**src/rtl/alu_seq_pkg.sv**
```systemverilog
// Shared types and constants for the ALU_16bit sequencer: FSM state encoding,
// slice width and the 74181-style function-select codes used by the front end.
package alu_seq_pkg;

    localparam int unsigned ALU_W = 16;

    typedef enum logic [1:0] {
        IDLE,
        LO,
        HI,
        RESP
    } seq_state_t;

    localparam logic [3:0] S_ADD = 4'b1001;
    localparam logic [3:0] S_SUB = 4'b0110;
    localparam logic [3:0] S_AND = 4'b1011;
    // Same code as S_SUB; selects XOR only when M = 1.
    localparam logic [3:0] S_XOR = 4'b0110;

endpackage

```
**src/rtl/alu16_seq_driver_if.sv**
```systemverilog
// Command/response streams and ALU_16bit pins of the sequencer.
// rsp_zero/rsp_neg exist only when ALU_SEQ_FLAGS_EN is defined.
interface alu16_seq_driver_if
    import alu_seq_pkg::*;
#(
    parameter int unsigned W = ALU_W
);
    logic           cmd_valid;
    logic           cmd_ready;
    logic [2*W-1:0] cmd_a;
    logic [2*W-1:0] cmd_b;
    logic [3:0]     cmd_s;
    logic           cmd_m;
    logic           cmd_cin_n;
    logic           cmd_wide;

    logic           rsp_valid;
    logic           rsp_ready;
    logic [2*W-1:0] rsp_f;
    logic           rsp_carry;
`ifdef ALU_SEQ_FLAGS_EN
    logic           rsp_zero;
    logic           rsp_neg;
`endif

    logic [W-1:0]   alu_a;
    logic [W-1:0]   alu_b;
    logic [3:0]     alu_s;
    logic           alu_m;
    logic           alu_cin_n;
    logic [W-1:0]   alu_f;
    logic           alu_cout_n;

`ifdef ALU_SEQ_FLAGS_EN
    modport slave (
        input  cmd_valid, cmd_a, cmd_b, cmd_s, cmd_m, cmd_cin_n, cmd_wide,
        output cmd_ready,
        output rsp_valid, rsp_f, rsp_carry, rsp_zero, rsp_neg,
        input  rsp_ready,
        output alu_a, alu_b, alu_s, alu_m, alu_cin_n,
        input  alu_f, alu_cout_n
    );
    modport master (
        output cmd_valid, cmd_a, cmd_b, cmd_s, cmd_m, cmd_cin_n, cmd_wide,
        input  cmd_ready,
        input  rsp_valid, rsp_f, rsp_carry, rsp_zero, rsp_neg,
        output rsp_ready,
        input  alu_a, alu_b, alu_s, alu_m, alu_cin_n,
        output alu_f, alu_cout_n
    );
`else
    modport slave (
        input  cmd_valid, cmd_a, cmd_b, cmd_s, cmd_m, cmd_cin_n, cmd_wide,
        output cmd_ready,
        output rsp_valid, rsp_f, rsp_carry,
        input  rsp_ready,
        output alu_a, alu_b, alu_s, alu_m, alu_cin_n,
        input  alu_f, alu_cout_n
    );
    modport master (
        output cmd_valid, cmd_a, cmd_b, cmd_s, cmd_m, cmd_cin_n, cmd_wide,
        input  cmd_ready,
        input  rsp_valid, rsp_f, rsp_carry,
        output rsp_ready,
        input  alu_a, alu_b, alu_s, alu_m, alu_cin_n,
        output alu_f, alu_cout_n
    );
`endif

endinterface

```
**src/rtl/alu_seq_latch.sv**
```systemverilog
// Registered copy of the accepted command; selects the low or high operand
// half presented to the ALU A/B pins.
module alu_seq_latch
    import alu_seq_pkg::*;
#(
    parameter int unsigned W = ALU_W
) (
    input  logic           clk,
    input  logic           rst,
    input  logic           load,
    input  logic           go_hi,
    input  logic [2*W-1:0] a_in,
    input  logic [2*W-1:0] b_in,
    input  logic [3:0]     s_in,
    input  logic           m_in,
    input  logic           wide_in,
    output logic [W-1:0]   alu_a,
    output logic [W-1:0]   alu_b,
    output logic [3:0]     s,
    output logic           m,
    output logic           wide
);
    logic [2*W-1:0] a_q;
    logic [2*W-1:0] b_q;
    logic           hi_q;

    always_ff @(posedge clk) begin
        if (rst) begin
            a_q  <= '0;
            b_q  <= '0;
            s    <= '0;
            m    <= 1'b0;
            wide <= 1'b0;
            hi_q <= 1'b0;
        end else if (load) begin
            a_q  <= a_in;
            b_q  <= b_in;
            s    <= s_in;
            m    <= m_in;
            wide <= wide_in;
            hi_q <= 1'b0;
        end else if (go_hi) begin
            hi_q <= 1'b1;
        end
    end

    assign alu_a = hi_q ? a_q[2*W-1:W] : a_q[W-1:0];
    assign alu_b = hi_q ? b_q[2*W-1:W] : b_q[W-1:0];

endmodule

```
**src/rtl/alu16_seq_driver.sv**
```systemverilog
// Sequences narrow (W-bit) and wide (2W-bit, carry-chained) ops through an
// external ALU_16bit. Defining ALU_SEQ_FLAGS_EN adds registered zero/neg flags.
module alu16_seq_driver
    import alu_seq_pkg::*;
#(
    parameter int unsigned ALU_LAT = 1,
    parameter int unsigned W       = ALU_W
) (
    input logic               clk,
    input logic               rst,
    alu16_seq_driver_if.slave bus
);
    localparam logic [2:0] LAT_LOAD = 3'(ALU_LAT - 1);

    seq_state_t     state;
    logic [2:0]     lat_cnt;
    logic [2*W-1:0] res;
    logic           c_n;
    logic           cmd_ready;
    logic           rsp_valid;
    logic [2*W-1:0] rsp_f;
    logic           rsp_carry;
    logic           alu_cin_n;
    logic           load;
    logic           go_hi;
    logic [3:0]     s_q;
    logic           m_q;
    logic           wide_q;
`ifdef ALU_SEQ_FLAGS_EN
    logic           rsp_zero;
    logic           rsp_neg;
`endif

    assign load  = (state == IDLE) && bus.cmd_valid && cmd_ready;
    assign go_hi = (state == LO) && (lat_cnt == '0) && wide_q;

    alu_seq_latch #(.W(W)) u_latch (
        .clk     (clk),
        .rst     (rst),
        .load    (load),
        .go_hi   (go_hi),
        .a_in    (bus.cmd_a),
        .b_in    (bus.cmd_b),
        .s_in    (bus.cmd_s),
        .m_in    (bus.cmd_m),
        .wide_in (bus.cmd_wide),
        .alu_a   (bus.alu_a),
        .alu_b   (bus.alu_b),
        .s       (s_q),
        .m       (m_q),
        .wide    (wide_q)
    );

    always_ff @(posedge clk) begin
        if (rst) begin
            state     <= IDLE;
            cmd_ready <= 1'b1;
            rsp_valid <= 1'b0;
            rsp_f     <= '0;
            rsp_carry <= 1'b0;
            alu_cin_n <= 1'b1;
            lat_cnt   <= '0;
            res       <= '0;
            c_n       <= 1'b1;
`ifdef ALU_SEQ_FLAGS_EN
            rsp_zero  <= 1'b0;
            rsp_neg   <= 1'b0;
`endif
        end else begin
            case (state)
                IDLE: begin
                    if (load) begin
                        cmd_ready <= 1'b0;
                        alu_cin_n <= bus.cmd_cin_n;
                        lat_cnt   <= LAT_LOAD;
                        state     <= LO;
                    end
                end
                LO: begin
                    if (lat_cnt == '0) begin
                        res[W-1:0] <= bus.alu_f;
                        c_n        <= bus.alu_cout_n;
                        if (wide_q) begin
                            // Active-low carry-out feeds the active-low carry-in unchanged.
                            alu_cin_n <= m_q ? 1'b1 : bus.alu_cout_n;
                            lat_cnt   <= LAT_LOAD;
                            state     <= HI;
                        end else begin
                            res[2*W-1:W] <= '0;
                            state        <= RESP;
                        end
                    end else begin
                        lat_cnt <= lat_cnt - 3'd1;
                    end
                end
                HI: begin
                    if (lat_cnt == '0) begin
                        res[2*W-1:W] <= bus.alu_f;
                        c_n          <= bus.alu_cout_n;
                        state        <= RESP;
                    end else begin
                        lat_cnt <= lat_cnt - 3'd1;
                    end
                end
                RESP: begin
                    // First RESP cycle publishes the result; later cycles wait for the consumer.
                    if (!rsp_valid) begin
                        rsp_valid <= 1'b1;
                        rsp_f     <= res;
                        rsp_carry <= ~c_n & ~m_q;
`ifdef ALU_SEQ_FLAGS_EN
                        rsp_zero  <= wide_q ? (res == '0) : (res[W-1:0] == '0);
                        rsp_neg   <= wide_q ? res[2*W-1] : res[W-1];
`endif
                    end else if (bus.rsp_ready) begin
                        rsp_valid <= 1'b0;
                        cmd_ready <= 1'b1;
                        state     <= IDLE;
                    end
                end
                default: state <= IDLE;
            endcase
        end
    end

    assign bus.cmd_ready = cmd_ready;
    assign bus.rsp_valid = rsp_valid;
    assign bus.rsp_f     = rsp_f;
    assign bus.rsp_carry = rsp_carry;
    assign bus.alu_s     = s_q;
    assign bus.alu_m     = m_q;
    assign bus.alu_cin_n = alu_cin_n;
`ifdef ALU_SEQ_FLAGS_EN
    assign bus.rsp_zero  = rsp_zero;
    assign bus.rsp_neg   = rsp_neg;
`endif

endmodule

```
**src/flat_wrapper.sv**
```systemverilog
// flat-port wrapper written by rule: the top's interface ports become plain ports
module alu16_seq_driver_flat import alu_seq_pkg::*;
#(
    parameter int unsigned ALU_LAT = 1,
    parameter int unsigned W       = ALU_W
)
  (clk, rst, bus_cmd_valid, bus_cmd_a, bus_cmd_b, bus_cmd_s, bus_cmd_m, bus_cmd_cin_n, bus_cmd_wide, bus_cmd_ready, bus_rsp_valid, bus_rsp_f, bus_rsp_carry, bus_rsp_ready, bus_alu_a, bus_alu_b, bus_alu_s, bus_alu_m, bus_alu_cin_n, bus_alu_f, bus_alu_cout_n);
  alu16_seq_driver_if #(.W(W)) bus_i ();
  input logic clk;
  input logic rst;
  input wire logic [$bits(bus_i.cmd_valid)-1:0] bus_cmd_valid;
  input wire logic [$bits(bus_i.cmd_a)-1:0] bus_cmd_a;
  input wire logic [$bits(bus_i.cmd_b)-1:0] bus_cmd_b;
  input wire logic [$bits(bus_i.cmd_s)-1:0] bus_cmd_s;
  input wire logic [$bits(bus_i.cmd_m)-1:0] bus_cmd_m;
  input wire logic [$bits(bus_i.cmd_cin_n)-1:0] bus_cmd_cin_n;
  input wire logic [$bits(bus_i.cmd_wide)-1:0] bus_cmd_wide;
  output wire logic [$bits(bus_i.cmd_ready)-1:0] bus_cmd_ready;
  output wire logic [$bits(bus_i.rsp_valid)-1:0] bus_rsp_valid;
  output wire logic [$bits(bus_i.rsp_f)-1:0] bus_rsp_f;
  output wire logic [$bits(bus_i.rsp_carry)-1:0] bus_rsp_carry;
  input wire logic [$bits(bus_i.rsp_ready)-1:0] bus_rsp_ready;
  output wire logic [$bits(bus_i.alu_a)-1:0] bus_alu_a;
  output wire logic [$bits(bus_i.alu_b)-1:0] bus_alu_b;
  output wire logic [$bits(bus_i.alu_s)-1:0] bus_alu_s;
  output wire logic [$bits(bus_i.alu_m)-1:0] bus_alu_m;
  output wire logic [$bits(bus_i.alu_cin_n)-1:0] bus_alu_cin_n;
  input wire logic [$bits(bus_i.alu_f)-1:0] bus_alu_f;
  input wire logic [$bits(bus_i.alu_cout_n)-1:0] bus_alu_cout_n;
  assign bus_i.cmd_valid = bus_cmd_valid;
  assign bus_i.cmd_a = bus_cmd_a;
  assign bus_i.cmd_b = bus_cmd_b;
  assign bus_i.cmd_s = bus_cmd_s;
  assign bus_i.cmd_m = bus_cmd_m;
  assign bus_i.cmd_cin_n = bus_cmd_cin_n;
  assign bus_i.cmd_wide = bus_cmd_wide;
  assign bus_cmd_ready = bus_i.cmd_ready;
  assign bus_rsp_valid = bus_i.rsp_valid;
  assign bus_rsp_f = bus_i.rsp_f;
  assign bus_rsp_carry = bus_i.rsp_carry;
  assign bus_i.rsp_ready = bus_rsp_ready;
  assign bus_alu_a = bus_i.alu_a;
  assign bus_alu_b = bus_i.alu_b;
  assign bus_alu_s = bus_i.alu_s;
  assign bus_alu_m = bus_i.alu_m;
  assign bus_alu_cin_n = bus_i.alu_cin_n;
  assign bus_i.alu_f = bus_alu_f;
  assign bus_i.alu_cout_n = bus_alu_cout_n;
  alu16_seq_driver #(.ALU_LAT(ALU_LAT), .W(W)) u_core (.clk(clk), .rst(rst), .bus(bus_i));
endmodule
```
**config.mk**
```make
export PLATFORM = sky130hd
export DESIGN_NAME = alu16_seq_driver_flat
export DESIGN_NICKNAME = d
export VERILOG_FILES = /design/src/rtl/alu_seq_pkg.sv /design/src/rtl/alu16_seq_driver_if.sv /design/src/rtl/alu_seq_latch.sv /design/src/rtl/alu16_seq_driver.sv /design/src/flat_wrapper.sv
export SDC_FILE = /design/constraint.sdc
export NUM_CORES = 1
export LEC_CHECK = 0
export CORE_MARGIN = 1.5
export CORE_UTILIZATION = 35
export DETAILED_ROUTE_END_ITERATION = 10
export PLACE_DENSITY = 0.76
export SLEW_MARGIN = 20
export SYNTH_ARGS = -nofsm -noshare
export SYNTH_HDL_FRONTEND = slang
export SYNTH_SLANG_ARGS = --single-unit
```
**constraint.sdc**
```tcl
create_clock -name clk -period 1.7 [get_ports clk]
set_input_delay 0.255 -clock clk [delete_from_list [all_inputs] [get_ports clk]]
set_output_delay 0.255 -clock clk [all_outputs]
set_load 0.05 [all_outputs]
```
# --- Yosys cells after proc, flatten, opt, wreduce, memory -nomap -nowiden ---
# Index checks and enable logic that the tools add are counted.
totals:
  rom_bits: 0
  latch_bits: 0
  mem_count: 0
  ff_bits: 145
  mem_bits_rw: 0
  elab_cells: 82
op_classes:
  n_addsub: 1
  bitwise_logic: 4
  multipliers: 0
  n_reduce_logical: 20
  n_shift: 0
  div_mod_pow: 0
  n_eq_ne: 12
  n_mux: 29
  n_lt_le_gt_ge: 0
op_table:
  columns: ["op", "n"]
  rows:
  - ["2-to-1 mux 16 bit", 4]
  - ["2-to-1 mux 32 bit", 1]
  - ["case mux 16 bit (2 select lines)", 1]
  - ["AND reduction 4 bit", 4]
  - ["2-to-1 mux 3 bit", 4]
  - ["2-to-1 mux 1 bit", 10]
  - ["2-to-1 mux 2 bit", 5]
  - ["!= test 2 bit, second input constant", 5]
  - ["case mux 3 bit (3 select lines)", 1]
  - ["case mux 2 bit (4 select lines)", 1]
  - ["!= test 2 x 1 -> 1 bit, second input constant", 3]
  - ["AND reduction 2 bit", 3]
  - ["nonzero test 2 bit", 3]
  - ["AND reduction 5 bit", 1]
  - ["== test 2 bit, second input constant", 2]
  - ["logical AND 1 bit", 4]
  - ["case mux 1 bit (2 select lines)", 2]
  - ["OR reduction 2 bit", 2]
  - ["logical NOT 3 bit", 1]
  - ["!= test 3 bit, second input constant", 1]
  - ["inverter 1 bit", 3]
  - ["nonzero test 3 bit", 1]
  - ["subtractor 3 x 1 -> 3 bit, second input constant", 1]
  - ["== test 2 x 1 -> 1 bit, second input constant", 1]
  - ["other kinds (2)", 2]

# --- Depth between registers and ports, before layout ---
depth:
  word_depth: 5
  depth_mapped: 9
  depth_no_buf: 6

# --- Modules after synthesis ---
# Synthesis repeated with hierarchy kept, for this count alone.
unflattened:
  cells_unflattened: 625
  area_unflattened_um2: 6083.3
by_module_without_submodules:
  columns: ["mod", "seq_area_each_um2", "cells_per_inst", "instances", "area_each_um2"]
  rows:
  - ["alu_seq_latch", 1421.4, 265, 1, 3091.7]
  - ["alu16_seq_driver", 1481.4, 360, 1, 2991.6]

# --- Worst setup path before layout ---
# OpenSTA, ideal clock, no wires.
synth_timing:
  path_kind: "register to register"
  start: "reg u_core.rsp_valid (netlist: u_core.bus.rsp_valid)"
  end: "reg u_core.state[1]"
  slack_ns: 0.077
  arrival_time_ns: 1.496
  synth_period_minus_slack_ns: 1.623
  required_time_ns: 1.572
  setup_ns: 0.128
  stages_incl_launch_ff: 5
  cell_sequence: "dfxtp_1 -> a21boi_0 -> a211oi_4 -> mux2i_1 -> nor2_1"
synth_via:
  elab_chain_len: 2
synth_rtl:
  columns: ["item", "line", "text"]
  rows:
  - ["start, declared", "alu16_seq_driver.sv:20", "logic rsp_valid;"]
  - ["start signal, assigned", "alu16_seq_driver.sv:58", "rsp_valid <= 1'b0;"]
  - ["start signal, assigned", "alu16_seq_driver.sv:108", "rsp_valid <= 1'b1;"]
  - ["start signal, assigned", "alu16_seq_driver.sv:116", "rsp_valid <= 1'b0;"]
  - ["!= test 2 x 1 -> 1 bit (no source line)", null, null]
  - ["AND reduction 5 bit (no source line)", null, null]
  - ["end signal, assigned", "alu16_seq_driver.sv:56", "state <= IDLE;"]
  - ["end signal, assigned", "alu16_seq_driver.sv:76", "state <= LO;"]
  - ["end signal, assigned", "alu16_seq_driver.sv:87", "state <= HI;"]
  - ["end, declared", "alu16_seq_driver.sv:15", "seq_state_t state;"]
# No other way between the ends.
# A chain may end at the register's enable or synchronous reset.

# --- Worst setup path in the final report ---
layout_timing:
  start: "reg u_core.u_latch.hi_q"
  end: "out bus_alu_b[13]"
layout_via:
  elab_chain_len: 1
layout_rtl:
  columns: ["item", "line", "text"]
  rows:
  - ["start, declared", "alu_seq_latch.sv:25", "logic hi_q;"]
  - ["start signal, assigned", "alu_seq_latch.sv:34", "hi_q <= 1'b0;"]
  - ["start signal, assigned", "alu_seq_latch.sv:41", "hi_q <= 1'b0;"]
  - ["start signal, assigned", "alu_seq_latch.sv:43", "hi_q <= 1'b1;"]
  - ["2-to-1 mux 16 bit", "alu_seq_latch.sv:48", "assign alu_b = hi_q ? b_q[2*W-1:W] : b_q[W-1:0];"]
  - ["end, declared", "flat_wrapper.sv:24", "output wire logic [$bits(bus_i.alu_b)-1:0] bus_alu_b;"]
# No other way between the ends.

==> impl_metrics.sql <==
INSERT INTO impl_metrics (metric_group, metric, value, unit) VALUES
('route', 'vias', '5122', ''),
('route', 'm1WireLength', '7000', 'um'),
('setup_path', 'reg2reg_from', 'u_core.lat_cnt[0]$_SDFFE_PP0P_', ''),
('yosys', 'synth_async_sr_flop_share', '0', ''),
('power', 'leakagePower', '3.34', 'nW'),
('yosys', 'netlist-cell-type-count', '41', ''),
('sta', 'rsz_0062_raised_after_global_routing', 'yes', ''),
('sta', 'post-route-worst-setup-slack', '-0.0721', 'ns'),
('sta', 'timing.fmax', '564', 'MHz'),
('cells_and_area', 'final_non_filler_cells', '1081', ''),
('sta', 'min_period', '1.77', 'ns'),
('sta', 'whs', '0.0882', 'ns'),
('grt', 'first_global_vias', '4914', ''),
('flow_run', 'max_cap_viols', '0', ''),
('placed_design', 'rd_place_congestion', '0.791', ''),
('grt', 'number_of_antenna_violations_at_the_first_check_in_global_routing', '0', ''),
('setup_path', 'slowest_delay', '0.43', 'ns'),
('sta', 'clock_skew', '0.00695', 'ns'),
('floorplanning', 'die_area', '17300', 'um^2'),
('run_status', 'result_of_the_run', 'complete, but fails checks', ''),
('placed_design', 'io_buffers', '164', ''),
('floorplanning', 'start_util', '0.361', ''),
('setup_path', 'critical_path_peak_fanout', '6', ''),
('route', 'drt-total-wl', '15600', 'um'),
('yosys', 'synth_warnings', '0', ''),
('yosys', 'dominant_register_cell_in_the_synthesized_netlist', 'sky130_fd_sc_hd__dfxtp_1', ''),
('cells_and_area', 'post_route_cells_drive_above_1_share', '0.202', ''),
('floorplanning', 'io_pins', '165', ''),
('min_path', 'hp-start', 'rst', ''),
('sta', 'worst_slew_pin_slew', '0.628', 'ns'),
('yosys', 'synth-seq-cells', '145', ''),
('grt', 'grt_usage', '0.177', ''),
('floorplanning', 'die_extent_in_x', '131', 'um'),
('setup_path', 'timing.setup.critical_path_class', 'reg -> out', ''),
('yosys', 'netlist.top_cell.by_area', 'sky130_fd_sc_hd__dfxtp_1', ''),
('setup_path', 'reg2reg_slack', '0.08', 'ns'),
('grt', 'overflow', '0', ''),
('power', 'worst_ir_drop_vdd', '0.769', 'mV'),
('clock_tree', 'cts_made_buffers', '17', ''),
('sta', 'final.setup.tns', '-1.70', 'ns'),
('route', 'dr_wl_met3', '824', 'um'),
('yosys', 'synth_area_leaders', 'sky130_fd_sc_hd__dfxtp_1, sky130_fd_sc_hd__nand2_1, sky130_fd_sc_hd__a21oi_1', ''),
('route', 'detail_route.first_pass.iterations', '6', ''),
('cells_and_area', 'final.fill_count', '1459', ''),
('min_path', 'min_path_type', 'in -> reg', ''),
('setup_path', 'worst_r2r_path_depth', '7', ''),
('sta', 'setup_viol_count_final', '32', ''),
('yosys', 'postSynthAreaPerCell', '8.28', 'um^2'),
('route', 'detail_route.drc_violations', '0', ''),
('setup_path', 'critical_path_arrival', '1.52', 'ns'),
('yosys', 'synth_edf_count', '0', ''),
('grt', 'wire_length_of_the_first_global_routing_pass', '24600', 'um'),
('sta', 'final_max_slew_viol_count', '0', ''),
('setup_path', 'path_cells', 'clkbuf_16, mux2_4, buf_12', ''),
('placed_design', 'hpwlAfterDp', '10000', 'um'),
('yosys', 'mappedNetlistNets', '795', ''),
('sta', 'timing.final.hold_violations', '0', ''),
('setup_path', 'critical_path.reg2reg.endpoint', 'u_core.res[18]$_SDFFE_PP0P_', ''),
('min_path', 'hold_depth', '2', ''),
('sta', 'final.period_utilization', '1.04', ''),
('cells_and_area', 'antenna-diode-count', '0', ''),
('clock_tree', 'clock_tree.buffer_depth', '2', ''),
('route', 'route.met2.wl', '7550', 'um'),
('clock_tree', 'clk_latency', '0.42', 'ns'),
('setup_path', 'worstSetupEndpointType', 'output pin', ''),
('run_status', 'violations', 'setup timing', ''),
('yosys', 'syn-cell-area', '5770', 'um^2'),
('setup_path', 'startpoint_type', 'flop', ''),
('clock_tree', 'numClockSinks', '145', ''),
('clock_tree', 'htree_levels', '4', ''),
('setup_path', 'critical_path.slowest_cell', 'sky130_fd_sc_hd__dfxtp_4', '');
-- layer usage --
metal  vias up  track usage
met5         -            0
li1       2598            -
met3        16       0.0494
met4         0       0.0660
met1      2382        0.219
met2       126        0.292
-- critical path: cells and delay by family, from the launching register on --
kind / cells / cell delay (ns)
buffers and inverters: 2 / 0.34
muxes: 1 / 0.32
DFF: 1 / 0.43
-- state kept, by name, indices dropped and copies added, names as in the netlist, 2 cells and up --
signal / count
u_core.bus.rsp_f: 32
u_core.lat_cnt: 3
u_core.res: 32
u_core.state: 2
u_core.u_latch.a_q: 32
u_core.u_latch.b_q: 32
u_core.u_latch.s: 4
-- cell families after synthesis --
kind of cell | count (synthesis) | synth area share
DFF | 145 | 0.503
AOI/OAI and AO/OA | 141 | 0.133
buffers and inverters | 56 | 0.0453
adders and majority gates | 6 | 0.0130
muxes | 50 | 0.0936
and+or+nand+nor | 299 | 0.212
-- synth_stat cells (2+ instances only) --
cell and instances:
sky130_fd_sc_hd__a211o_1 2, sky130_fd_sc_hd__mux2_2 32, sky130_fd_sc_hd__dfxtp_1 145, sky130_fd_sc_hd__buf_2 16
sky130_fd_sc_hd__clkbuf_1 24, sky130_fd_sc_hd__nor3_1 2, sky130_fd_sc_hd__nor2_1 26, sky130_fd_sc_hd__inv_1 6
sky130_fd_sc_hd__ha_1 6, sky130_fd_sc_hd__nand2_1 238, sky130_fd_sc_hd__buf_6 2, sky130_fd_sc_hd__a21boi_0 2
sky130_fd_sc_hd__and2_1 18, sky130_fd_sc_hd__buf_1 5, sky130_fd_sc_hd__nor2b_1 2, sky130_fd_sc_hd__a21oi_1 124
sky130_fd_sc_hd__mux2i_1 18, sky130_fd_sc_hd__nand4b_1 2, sky130_fd_sc_hd__nand2b_1 4, sky130_fd_sc_hd__o31ai_1 2
-- cell usage in the layout, fill, tap and decap left out, types with 3 or more instances in the layout --
| cell | n |
|---|---|
| sky130_fd_sc_hd__buf_12 | 40 |
| sky130_fd_sc_hd__and2_1 | 18 |
| sky130_fd_sc_hd__clkinv_4 | 3 |
| sky130_fd_sc_hd__dfxtp_1 | 142 |
| sky130_fd_sc_hd__mux2_4 | 32 |
| sky130_fd_sc_hd__mux2i_1 | 18 |
| sky130_fd_sc_hd__nand2_1 | 238 |
| sky130_fd_sc_hd__inv_6 | 3 |
| sky130_fd_sc_hd__nor2_1 | 25 |
| sky130_fd_sc_hd__inv_1 | 6 |
| sky130_fd_sc_hd__clkinvlp_4 | 3 |
| sky130_fd_sc_hd__a21oi_1 | 124 |
| sky130_fd_sc_hd__nand2b_1 | 4 |
| sky130_fd_sc_hd__clkdlybuf4s50_1 | 90 |
| sky130_fd_sc_hd__clkbuf_16 | 19 |
| sky130_fd_sc_hd__buf_4 | 52 |
-- repair_timing --
action | CTS | global route
setup buffers | 0 | 0
pin swaps | 0 | 1
resized for setup | 13 | 34
endpoints found under the setup margin | 33 | 53
gates cloned | 1 | 2
hold buffers | 0 | 0
-- where the power goes --
group          switching, mW  internal, mW  total (mW)
Combinational           2.53          2.09        4.62
Clock                   1.54          2.22        3.76
Sequential             0.285          3.88        4.17
Total                   4.35          8.20        12.6
-- cell type report --
cell class / instances / area [um^2] / share of cell area
clock buffer: 18 / 439 / 0.0501
clock inverter: 14 / 156 / 0.0179
inverter: 6 / 22.5 / 0.00257
multi-input combinational: 496 / 2780 / 0.317
sequential: 145 / 2910 / 0.332
tap: 216 / 270 / 0.0309
timing repair buffer: 186 / 2180 / 0.249
-- per-stage QoR --
stage / utilization / setup slack (ns) / power, mW / area, um^2
floorplan: - / 0.0768 / 6.99 / 5770
global placement: 0.495 / 0.0868 / 8.58 / 7910
detailed placement: 0.495 / 0.00759 / 8.66 / 7910
CTS: 0.536 / -0.0865 / 12.5 / 8570
global route: 0.547 / -0.116 / 13.2 / 8760
finish: 0.547 / -0.0721 / 12.6 / 8760
-- worst max-delay path by stage --
stage / to / slack, ns / depth (start not counted)
after global routing: bus_alu_b[6] / -0.12 / 3
after CTS: bus_alu_b[2] / -0.09 / 3
after floorplan: u_core.state[1]$_SDFFE_PP0P_ / 0.08 / 4
final: bus_alu_b[13] / -0.07 / 3
after global placement: u_core.state[1]$_SDFFE_PP0P_ / 0.09 / 5
after detailed placement: u_core.state[1]$_SDFFE_PP0P_ / 0.008 / 6
Power figures use the tool's default switching activity.
